[src/rtl/div_bcd_pkg.sv]
// Shared types, constants and helpers for the divider-result BCD converter.
package div_bcd_pkg;

   typedef enum logic [1:0] {
      IDLE    = 2'd0,
      CONVERT = 2'd1,
      DONE    = 2'd2
   } state_t;

   localparam int unsigned BCD_W       = 4;
   localparam int unsigned ADD3_THRESH = 5;

   function automatic int unsigned bcd_width(input int unsigned digits);
      return BCD_W * digits;
   endfunction

   // 10^d, used to check that DIGITS can hold the largest N-bit value.
   function automatic longint unsigned pow10(input int unsigned d);
      longint unsigned p;
      p = 1;
      for (int unsigned i = 0; i < d; i++) p = p * 10;
      return p;
   endfunction

endpackage

[src/rtl/div_result_bcd_if.sv]
// Capture/result/handshake bundle between divider, converter and display stage.
interface div_result_bcd_if #(
   parameter int unsigned N      = 4,
   parameter int unsigned DIGITS = 2
);
   import div_bcd_pkg::*;

   logic                           start;
   logic [N-1:0]                   q_in;
   logic [N-1:0]                   r_in;
   logic                           div_zero;
   logic [bcd_width(DIGITS)-1:0]   q_bcd;
   logic [bcd_width(DIGITS)-1:0]   r_bcd;
   logic                           err;
   logic                           valid;
   logic                           ack;
   logic                           busy;

   modport master (
      output start, q_in, r_in, div_zero, ack,
      input  q_bcd, r_bcd, err, valid, busy
   );

   modport slave (
      input  start, q_in, r_in, div_zero, ack,
      output q_bcd, r_bcd, err, valid, busy
   );

endinterface

[src/rtl/div_result_bcd_dabble_step.sv]
// One double-dabble iteration: add 3 to every BCD digit >= 5, then shift left.
module dabble_step
   import div_bcd_pkg::*;
#(
   parameter int unsigned N      = 4,
   parameter int unsigned DIGITS = 2
) (
   input  logic [bcd_width(DIGITS)+N-1:0] reg_in,
   output logic [bcd_width(DIGITS)+N-1:0] reg_out
);

   localparam int unsigned W = bcd_width(DIGITS) + N;

   logic [W-1:0] adj;

   // Per-digit unsigned add-3 correction followed by the 1-bit shift.
   always_comb begin
      adj = reg_in;
      for (int unsigned k = 0; k < DIGITS; k++) begin
         if (adj[N + BCD_W*k +: BCD_W] >= 4'(ADD3_THRESH))
            adj[N + BCD_W*k +: BCD_W] = adj[N + BCD_W*k +: BCD_W] + 4'd3;
      end
      reg_out = adj << 1;
   end

endmodule

[src/rtl/div_result_bcd.sv]
// Captures divider Q/R, converts both to packed BCD one bit per clock,
// and holds the result under a valid/ack handshake.
module div_result_bcd
   import div_bcd_pkg::*;
#(
   parameter int unsigned N      = 4,
   parameter int unsigned DIGITS = 2
) (
   input  logic             clk,
   input  logic             rst,
   div_result_bcd_if.slave  bus
);

   localparam int unsigned BW    = bcd_width(DIGITS);
   localparam int unsigned W     = BW + N;
   localparam int unsigned CNT_W = $clog2(N + 1);

   if (pow10(DIGITS) <= ((longint'(1) << N) - 1)) begin : g_digits_check
      $error("div_result_bcd: DIGITS too small to hold 2^N-1");
   end

   state_t           state;
   logic [CNT_W-1:0] cnt;
   logic [W-1:0]     shift_q, shift_r;
   logic [W-1:0]     next_q, next_r;
   logic             err_lat;
   logic [BW-1:0]    q_bcd_r, r_bcd_r;
   logic             err_r, valid_r;

   dabble_step #(.N(N), .DIGITS(DIGITS)) u_step_q (.reg_in(shift_q), .reg_out(next_q));
   dabble_step #(.N(N), .DIGITS(DIGITS)) u_step_r (.reg_in(shift_r), .reg_out(next_r));

   // Handshake FSM, lockstep shift registers and presented-result registers.
   always_ff @(posedge clk) begin
      if (rst) begin
         state   <= IDLE;
         cnt     <= '0;
         shift_q <= '0;
         shift_r <= '0;
         err_lat <= 1'b0;
         q_bcd_r <= '0;
         r_bcd_r <= '0;
         err_r   <= 1'b0;
         valid_r <= 1'b0;
      end else begin
         case (state)
            IDLE: begin
               if (bus.start) begin
                  shift_q <= {{BW{1'b0}}, bus.q_in};
                  shift_r <= {{BW{1'b0}}, bus.r_in};
                  err_lat <= bus.div_zero;
                  cnt     <= '0;
                  state   <= CONVERT;
               end
            end
            CONVERT: begin
               shift_q <= next_q;
               shift_r <= next_r;
               cnt     <= cnt + 1'b1;
               if (cnt == CNT_W'(N - 1)) begin
                  q_bcd_r <= next_q[W-1:N];
                  r_bcd_r <= next_r[W-1:N];
                  err_r   <= err_lat;
                  valid_r <= 1'b1;
                  state   <= DONE;
               end
            end
            DONE: begin
               if (bus.ack) begin
                  valid_r <= 1'b0;
                  if (bus.start) begin
                     shift_q <= {{BW{1'b0}}, bus.q_in};
                     shift_r <= {{BW{1'b0}}, bus.r_in};
                     err_lat <= bus.div_zero;
                     cnt     <= '0;
                     state   <= CONVERT;
                  end else begin
                     state   <= IDLE;
                  end
               end
            end
            default: state <= IDLE;
         endcase
      end
   end

   assign bus.q_bcd = q_bcd_r;
   assign bus.r_bcd = r_bcd_r;
   assign bus.err   = err_r;
   assign bus.valid = valid_r;
   assign bus.busy  = (state == CONVERT);

endmodule

[src/flat_wrapper.sv]
// flat-port wrapper written by rule: the top's interface ports become plain ports
module div_result_bcd_flat import div_bcd_pkg::*;
#(
   parameter int unsigned N      = 4,
   parameter int unsigned DIGITS = 2
)
  (clk, rst, bus_start, bus_q_in, bus_r_in, bus_div_zero, bus_ack, bus_q_bcd, bus_r_bcd, bus_err, bus_valid, bus_busy);
  div_result_bcd_if #(.N(N), .DIGITS(DIGITS)) bus_i ();
  input  logic clk;
  input  logic rst;
  input wire logic [$bits(bus_i.start)-1:0] bus_start;
  input wire logic [$bits(bus_i.q_in)-1:0] bus_q_in;
  input wire logic [$bits(bus_i.r_in)-1:0] bus_r_in;
  input wire logic [$bits(bus_i.div_zero)-1:0] bus_div_zero;
  input wire logic [$bits(bus_i.ack)-1:0] bus_ack;
  output wire logic [$bits(bus_i.q_bcd)-1:0] bus_q_bcd;
  output wire logic [$bits(bus_i.r_bcd)-1:0] bus_r_bcd;
  output wire logic [$bits(bus_i.err)-1:0] bus_err;
  output wire logic [$bits(bus_i.valid)-1:0] bus_valid;
  output wire logic [$bits(bus_i.busy)-1:0] bus_busy;
  assign bus_i.start = bus_start;
  assign bus_i.q_in = bus_q_in;
  assign bus_i.r_in = bus_r_in;
  assign bus_i.div_zero = bus_div_zero;
  assign bus_i.ack = bus_ack;
  assign bus_q_bcd = bus_i.q_bcd;
  assign bus_r_bcd = bus_i.r_bcd;
  assign bus_err = bus_i.err;
  assign bus_valid = bus_i.valid;
  assign bus_busy = bus_i.busy;
  div_result_bcd #(.N(N), .DIGITS(DIGITS)) u_core (.clk(clk), .rst(rst), .bus(bus_i));
endmodule
[config.mk]
export PLATFORM = sky130hd
export DESIGN_NAME = div_result_bcd_flat
export DESIGN_NICKNAME = d
export VERILOG_FILES = /design/src/rtl/div_bcd_pkg.sv /design/src/rtl/div_result_bcd_if.sv /design/src/rtl/div_result_bcd_dabble_step.sv /design/src/rtl/div_result_bcd.sv /design/src/flat_wrapper.sv
export SDC_FILE = /design/constraint.sdc
export NUM_CORES = 1
export LEC_CHECK = 0
export BUFFER_PORTS_ARGS = -buffer_cell sky130_fd_sc_hd__buf_4
export CORE_MARGIN = 5
export CORE_UTILIZATION = 35
export DETAILED_ROUTE_END_ITERATION = 8
export GPL_ROUTABILITY_DRIVEN = 1
export GPL_TIMING_DRIVEN = 0
export PLACE_DENSITY = 0.6
export SLEW_MARGIN = 5
export SYNTH_ARGS = -nofsm -noshare
export SYNTH_HDL_FRONTEND = slang
export SYNTH_SLANG_ARGS = --single-unit
[constraint.sdc]
create_clock -name clk -period 1.87 [get_ports clk]
set_input_delay 0.561 -clock clk [delete_from_list [all_inputs] [get_ports clk]]
set_output_delay 0.561 -clock clk [all_outputs]
set_load 0.01 [all_outputs]
==> impl_metrics.yaml, run 1 <==
cts:
  clkTransAtPathRegs_ns: 0.09
  cts_buffers: 5
  h-tree-depth: 2
  postCtsHoldBufs: 0
  cts_tree: "yes"
  cts_root_buffer: "clkbuf_8"
  cts_sinks: 48
  clk_latency_ns: 0.31
  clockBufferDepth: 2
power:
  p_leak_nw: 1.03
  power.density_mw_per_mm2: 708
  ir_drop_v: 0.000369
setup_path:
  r2r_end: "u_core.shift_q[9]$_SDFFE_PP0P_"
  worstPathRequired_ns: 1.31
  crit_arrival_ns: 1.21
  critical_path_peak_fanout: 19
  crit_type: "flop to output pin"
  reg2reg_depth: 6
  crit_path_start: "u_core.state[1]$_SDFFE_PP0P_"
  path_cells: "nand2b_4 -> buf_8 -> clkinv_8 -> buf_4"
  crit_slowest_cell: "dfxtp_2"
  rrSetupSlack_ns: 0.28
  cpPeakStageDelay_ns: 0.35
  end_kind: "output pin"
  r2r_start: "u_core.shift_q[8]$_SDFFE_PP0P_"
  start_kind: "flop"
sta:
  tns_ns: 0
  finalHoldViolCount: 0
  drv_slew: 0
  min_period_ns: 1.77
  rsz0062_at_grt: "no"
  final.period_utilization_pct: 94.7
  final.setup_skew_ns: 0.00888
  fmax_ghz: 0.565
  max_slew_margin_pct: 59.8
  finalSetupViolCount: 0
  tightest_slew_ns: 0.603
finish:
  drive_gt1_share_pct: 18.4
  final_nets: 315
  design_area_sq_mm: 0.00269
  mostFrequentLayoutCells: "dfxtp_1 (47), buf_4 (31), nor2_1 (24), nand2_1 (24), a21oi_1 (22)"
  final_common_cell: "dfxtp_1"
  syn2layout_area_growth_pct: 17.9
  n_antenna_cell: 0
placed_design:
  hpwlAfterDp_um: 3890
  numPortBuffers: 30
  gpl.final_weighted_congestion: 0.805
  placed_cell_area_sq_mm: 0.00260
route:
  vias: 1918
  dr.pass1.iters: 4
  wl_um: 5490
  avgViaCountPerCell: 5.18
  wl_per_cell_um: 14.8
  post-route-drc-count: 0
  antenna_left: 0
  drt_iter0_drc: 157
floorplanning:
  io_pins: 32
  die_w_um: 90.7
  rows: 29
  core_area_sq_mm: 0.00635
  start_util_pct: 35.9
  die_h_um: 90.7
  fp.dieArea_sq_mm: 0.00823
global_routing:
  first_global_vias: 1895
  antenna_found_initial: 0
  grt_use_total_pct: 13.9
  grt_pass1_wl_um: 9240
  grt_max_degree: 20
  grt_overflow_total: 0
yosys:
  synth.avg_cell_area_sq_um: 8.91
  yosysSeqAreaShare_pct: 42.1
  yosys_warnings: 0
  synth_edf_count: 0
  synth_top_area_share_pct: 42.1
  yosys.area.top_type: "dfxtp_1"
  synth_cells: 256
  ys.flop_type: "dfxtp_1"
  synthDistinctLibCells: 42
  synth_seq_cells: 48
  synthArstFlopShare_pct: 0
  syn_nets: 279
  syn_area_sq_mm: 0.00228
  synthTopCellsByArea: "dfxtp_1 (42%), ha_1 (5.5%), a21oi_1 (4.8%)"
hold_path:
  min_path_type: "flop to flop"
  hold-path-cell-count: 2
  worst_hold_path.endpoint: "u_core.bus.q_bcd[6]$_SDFFE_PP0P_"
  min_from: "u_core.bus.q_bcd[6]$_SDFFE_PP0P_"
flow_run:
  maxCapViolations: 0
status:
  outcome: "finished clean"
## cell type report
class / instances / area [sq um]
fill: 637 / 3660
multi-input combinational: 181 / 1170
sequential: 48 / 962
timing repair buffer: 30 / 225
tap: 77 / 96.3
clock buffer: 8 / 90.1
buffer: 13 / 83.8
inverter: 13 / 61.3
## worst max-delay path, delay by kind of cell, from the launching register on
family	cells	cell delay, ns
flip-flops	1	0.35
buffers and inverters	3	0.43
AND/OR/NAND/NOR	1	0.13
## Yosys cell counts, types with 3 or more instances
cell type  number
nor3b_1         8
dfxtp_1        48
nor2_1         24
a211oi_1        6
nand2_1        24
xnor2_1         4
nand2b_1       10
clkbuf_1        5
nor3_1          8
o2bb2ai_1       4
nand3_1         7
a311oi_1        6
a211o_1         4
o21ai_0         9
ha_1           10
inv_1          12
nand3b_1        4
a21oi_1        22
a22oi_1         3
a22o_1          4
buf_2           5
## layer usage
layer	routed length, um	global-route usage [%]
met5	0	0
met4	62	3.47
met3	274	5.33
met2	2510	21.1
met1	2650	18.4
## per-stage QoR
stage	std cells	setup WS (ns)	hold slack (ns)	power [mW]	utilization, %
6_report	370	0.0991	0.457	1.90	42.3
4_1_cts	370	0.0724	0.461	1.93	42.3
3_3_place_gp	363	0.153	0.445	1.28	41.0
2_1_floorplan	256	0.398	0.432	1.21	-
5_1_grt	370	0.0223	0.480	2.00	42.3
3_5_place_dp	363	0.139	0.449	1.28	41.0
## report_power, final
part / internal (mW) / switching [mW]
Combinational: 0.0732 / 0.116
Clock: 0.302 / 0.348
Sequential: 1.05 / 0.0183
Total: 1.42 / 0.482
## cells by family after synthesis
group | Yosys count | share of synthesized area [%]
xor gates and xnor gates | 4 | 1.54
adders and majority gates | 10 | 5.49
AOI/OAI and AO/OA | 70 | 21.8
DFF | 48 | 42.1
and+or+nand+nor | 96 | 22.0
muxes | 1 | 0.439
buffers and inverters | 27 | 6.58
## worst max path at each step
stage / end / depth (start not counted) / slack [ns]
after floorplan: u_core.shift_q[3]$_SDFFE_PP0P_ / 5 / 0.40
after global placement: u_core.shift_q[6]$_SDFFE_PP0P_ / 5 / 0.15
after detailed placement: u_core.shift_r[6]$_SDFFE_PP0P_ / 5 / 0.14
after CTS: bus_busy / 4 / 0.07
after global routing: bus_busy / 4 / 0.02
final: bus_busy / 4 / 0.1
## flip-flops by register name, summed over array words and instances, names as in the netlist
| register | count |
|---|---|
| u_core.bus.err | 1 |
| u_core.bus.q_bcd | 8 |
| u_core.bus.r_bcd | 8 |
| u_core.bus.valid | 1 |
| u_core.cnt | 3 |
| u_core.err_lat | 1 |
| u_core.shift_q | 12 |
| u_core.shift_r | 12 |
| u_core.state | 2 |
## repair_timing
| item | in CTS | in global routing |
|---|---|---|
| endpoints found under the setup margin | 1 | 0 |
| setup buffers | 0 | 0 |
| resized for setup | 1 | 0 |
Power figures use the tool's default switching activity.
==> run 2: changes to the inputs <==
Settings changed: BUFFER_PORTS_ARGS -buffer_cell sky130_fd_sc_hd__buf_4 to unset, DONT_BUFFER_PORTS set to 1, PLACE_DENSITY 0.6 to 0.56.
==> run 2 against run 1 <==
Non-clock buffer count decreased by 29. Fmax is 1.4% lower. Clock-buffer cell count decreased by 2. Critical path type unchanged. Critical endpoint unchanged.
==> impl_metrics.yaml, run 2 (synthesized netlist as in run 1, its figures left out) <==
floorplanning:
  core_area_sq_mm: 0.00635
  start_util_pct: 35.9
  fp.dieArea_sq_mm: 0.00823
  die_w_um: 90.7
  die_h_um: 90.7
  rows: 29
  io_pins: 32
sta:
  min_period_ns: 1.80
  finalSetupViolCount: 0
  tns_ns: 0
  final.period_utilization_pct: 96.0
  tightest_slew_ns: 0.590
  rsz0062_at_grt: "no"
  max_slew_margin_pct: 60.7
  drv_slew: 0
  fmax_ghz: 0.557
  finalHoldViolCount: 0
  final.setup_skew_ns: 0.00826
setup_path:
  crit_type: "flop to output pin"
  end_kind: "output pin"
  critical_path_peak_fanout: 10
  worstPathRequired_ns: 1.31
  crit_arrival_ns: 1.23
  start_kind: "flop"
route:
  dr.pass1.iters: 4
  drt_iter0_drc: 102
  vias: 1830
  post-route-drc-count: 0
  wl_um: 5400
  wl_per_cell_um: 15.8
  antenna_left: 0
  avgViaCountPerCell: 5.37
placed_design:
  numPortBuffers: 0
  hpwlAfterDp_um: 3820
  place_inst: 333
  gpl.final_weighted_congestion: 0.792
power:
  pwr-share-comb_pct: 9.0
  p_int_mw: 1.40
  ir_drop_v: 0.000489
  p_leak_nw: 0.882
  p_clk_share_pct: 34.4
  netSwitchingFraction_pct: 25.5
  p_sw_uw: 480
  power_frac_seq_pct: 56.6
  power.density_mw_per_mm2: 760
  p_total_mw: 1.88
finish:
  fill_cells: 638
  fin_util_pct: 39.0
  drive_gt1_share_pct: 10.6
  syn2layout_area_growth_pct: 8.50
  final_common_cell: "dfxtp_1"
  largestRegisters: "u_core.shift_q (12), u_core.shift_r (12)"
  n_antenna_cell: 0
  final_nets: 286
  mostFrequentLayoutCells: "dfxtp_1 (46), nor2_1 (24), nand2_1 (24)"
  fin_cells: 341
cts:
  postCtsHoldBufs: 0
  cts_buffers: 5
  h-tree-depth: 2
  clkTransAtPathRegs_ns: 0.08
  cts_root_buffer: "clkbuf_8"
  cts_sinks: 48
  cts_tree: "yes"
  clk_latency_ns: 0.30
  clockBufferDepth: 2
global_routing:
  first_global_vias: 1754
  grt_overflow_total: 0
  grt_max_degree: 15
  grt_use_total_pct: 13.7
  antenna_found_initial: 0
  grt_pass1_wl_um: 9120
hold_path:
  min_path_type: "input pin to flop"
flow_run:
  maxCapViolations: 0
status:
  outcome: "finished clean"
## run 2: cell types whose count changed in the layout (fill, tap and decap cells not counted)
cell | before | now
dfxtp_1 | 47 | 46
clkbuf_1 | 7 | 5
buf_4 | 31 | 1
clkinv_2 | 0 | 2
dfxtp_2 | 1 | 2
clkbuf_4 | 0 | 1
## run 2: path summary, 6_finish.rpt
kind	from	to	slack, ns	cells after the start
min reg2reg	u_core.err_lat$_SDFFE_PP0P_	u_core.bus.err$_SDFFE_PP0P_	0.46	2
min	bus_div_zero	u_core.err_lat$_SDFFE_PP0P_	0.42	2
max reg2reg	u_core.cnt[0]$_SDFFE_PP0P_	u_core.bus.r_bcd[5]$_SDFFE_PP0P_	0.28	5
max	u_core.state[1]$_SDFFE_PP0P_	bus_busy	0.07	4
## run 2: worst max-delay path, cell delays in order, from the launching register on
cell	delay (ns)
dfxtp_2	0.34
nand2b_4	0.14
buf_8	0.14
clkinv_8	0.07
clkbuf_4	0.24
## run 2: final cells by class
class	count	area (sq um)	share of cell area, %
clock buffers	6	82.6	3.34
multi-input cells	181	1170	47.3
clock inverters	2	10.0	0.404
well taps	77	96.3	3.89
flip-flops and latches	48	963	38.9
plain buffers	14	91.3	3.69
inverters	13	61.3	2.48
## run 2: metal layers
layer	vias to the layer above	track usage, %	wire, um
met2	46	20.5	2430
li1	920	-	-
met1	857	19.3	2580
met3	7	4.08	354
met4	0	2.98	44
met5	-	0	0
## run 2: what timing repair did
action / CTS / global route
setup buffers: 0 / 0
gates resized for setup: 0 / 3
endpoints found under the setup margin: 0 / 1
## run 2: power by group through the flow
stage | logic, mW | clock network [mW] | registers [mW]
after CTS | 0.171 | 0.667 | 1.07
after detailed placement | 0.171 | 0 | 1.09
after global placement | 0.168 | 0 | 1.09
final | 0.169 | 0.647 | 1.07
after floorplan | 0.129 | 0 | 1.08
after global routing | 0.192 | 0.722 | 1.07
## run 2: per-stage QoR
stage	cell area [sq um]	setup slack [ns]	hold slack (ns)
6_report	2470	0.0742	0.418
5_1_grt	2470	0.00218	0.419
4_1_cts	2470	0.00579	0.410
3_5_place_dp	2380	0.190	0.457
3_3_place_gp	2380	0.205	0.445
2_1_floorplan	2280	0.398	0.432
==> run 3: changes to the inputs <==
Settings changed: ABC_CLOCK_PERIOD_IN_PS set to 1870, RECOVER_POWER set to 50.
==> run 3 against run 2 <==
Setup slack better by 0.0026 ns. Final cell count unchanged. Sequential power is essentially flat. Cell area fell by 0.40%. Largest power group unchanged. Highest routed layer unchanged.
==> impl_metrics.yaml, run 3 (synthesized netlist as in run 1, its figures left out) <==
status:
  outcome: "finished clean"
sta:
  final.setup_skew_ns: 0.0110
  final.period_utilization_pct: 95.9
  rsz0062_at_grt: "no"
  tns_ns: 0
  max_slew_margin_pct: 61.0
  finalSetupViolCount: 0
  fmax_ghz: 0.558
  drv_slew: 0
  tightest_slew_ns: 0.585
  finalHoldViolCount: 0
  min_period_ns: 1.79
route:
  antenna_left: 0
  wl_per_cell_um: 15.8
  avgViaCountPerCell: 5.38
  wl_um: 5390
  dr.pass1.iters: 4
  drt_iter0_drc: 86
  vias: 1833
  post-route-drc-count: 0
setup_path:
  crit_slowest_cell: "dfxtp_2"
  crit_path_start: "u_core.state[1]$_SDFFE_PP0P_"
  crit_buf_inv: 3
  crit_arrival_ns: 1.23
  cpPeakStageDelay_ns: 0.34
  r2r_start: "u_core.state[1]$_SDFFE_PP0P_"
  worstPathRequired_ns: 1.31
  crit_type: "flop to output pin"
  start_kind: "flop"
  path_cells: "nand2b_4 -> buf_8 -> clkinv_8 -> clkbuf_4"
  end_kind: "output pin"
  critPathTopFamily: "buffers and inverters"
  critical_path_peak_fanout: 10
cts:
  clockBufferDepth: 2
  cts_tree: "yes"
  cts_root_buffer: "clkbuf_8"
  cts_sinks: 48
  h-tree-depth: 2
  cts_buffers: 5
  post-cts-setup-buffers: 0
  postCtsHoldBufs: 0
  postCtsResizedCells: 0
  clk_latency_ns: 0.30
  clkTransAtPathRegs_ns: 0.09
floorplanning:
  fp.dieArea_sq_mm: 0.00823
  io_pins: 32
  rows: 29
  die_h_um: 90.7
  core_area_sq_mm: 0.00635
  start_util_pct: 35.9
  die_w_um: 90.7
finish:
  mostFrequentLayoutCells: "dfxtp_1 (46), nor2_1 (24), nand2_1 (24)"
  n_antenna_cell: 0
  fin_util_pct: 38.8
  largestRegisters: "u_core.shift_q (12), u_core.shift_r (12)"
  final_common_cell: "dfxtp_1"
  drive_gt1_share_pct: 10.2
  syn2layout_area_growth_pct: 8.06
  fill_cells: 637
  final_nets: 286
global_routing:
  first_global_vias: 1754
  grt_use_total_pct: 13.7
  grt_overflow_total: 0
  antenna_found_initial: 0
  grt_pass1_wl_um: 9120
  grt_max_degree: 15
flow_run:
  maxCapViolations: 0
placed_design:
  hpwlAfterDp_um: 3820
  numPortBuffers: 0
  gpl.final_weighted_congestion: 0.792
power:
  ir_drop_v: 0.000489
  p_leak_nw: 0.879
  power.density_mw_per_mm2: 763
  p_total_mw: 1.88
hold_path:
  min_from: "bus_div_zero"
  min_path_type: "input pin to flop"
## run 3: cell types whose count changed in the layout (fill, tap and decap cells not counted), sizes merged
cell,delta
clkbuf,+1
buf,-1
## run 3: layout make-up
cell class                      instances  area, sq um  share of cell area (%)
Buffer                                 14         90.1                    3.65
Sequential cell                        48          963                    39.1
Clock inverter                          2         10.0                   0.406
Multi-Input combinational cell        181         1160                    47.1
Clock buffer                            6         82.6                    3.35
Inverter                               13         61.3                    2.49
Tap cell                               77         96.3                    3.91
## run 3: final timing paths
| kind | to | slack [ns] | depth (start not counted) |
|---|---|---|---|
| max reg2reg | u_core.shift_r[7]$_SDFFE_PP0P_ | 0.28 | 6 |
| min reg2reg | u_core.bus.err$_SDFFE_PP0P_ | 0.46 | 2 |
| min | u_core.err_lat$_SDFFE_PP0P_ | 0.42 | 2 |
| max | bus_busy | 0.08 | 4 |
## run 3: through the flow
step / hold WS, ns / instances / worst slack (ns) / cell area, sq um
after floorplan: 0.432 / 256 / 0.398 / 2280
after global placement: 0.445 / 333 / 0.205 / 2380
after detailed placement: 0.457 / 333 / 0.190 / 2380
after CTS: 0.410 / 341 / 0.00579 / 2470
after global routing: 0.419 / 341 / 0.00576 / 2460
final: 0.418 / 341 / 0.0768 / 2460
## run 3: worst register-to-register path, stage by stage (launching register included)
cell,delay [ns]
dfxtp_2,0.36
nand2b_4,0.13
buf_8,0.14
clkinv_8,0.09
a31oi_2,0.46
o21ai_0,0.19
a21oi_1,0.16
## run 3: metal layers
metal	share of wire [%]	track usage, %
met1	47	19.3
met2	45	20.5
met3	6.9	4.08
met4	0.98	2.98
met5	0	0
## run 3: where the power goes
part / internal, mW / switching (mW)
registers: 1.05 / 0.0183
clock network: 0.296 / 0.355
logic: 0.0564 / 0.110
total: 1.40 / 0.482
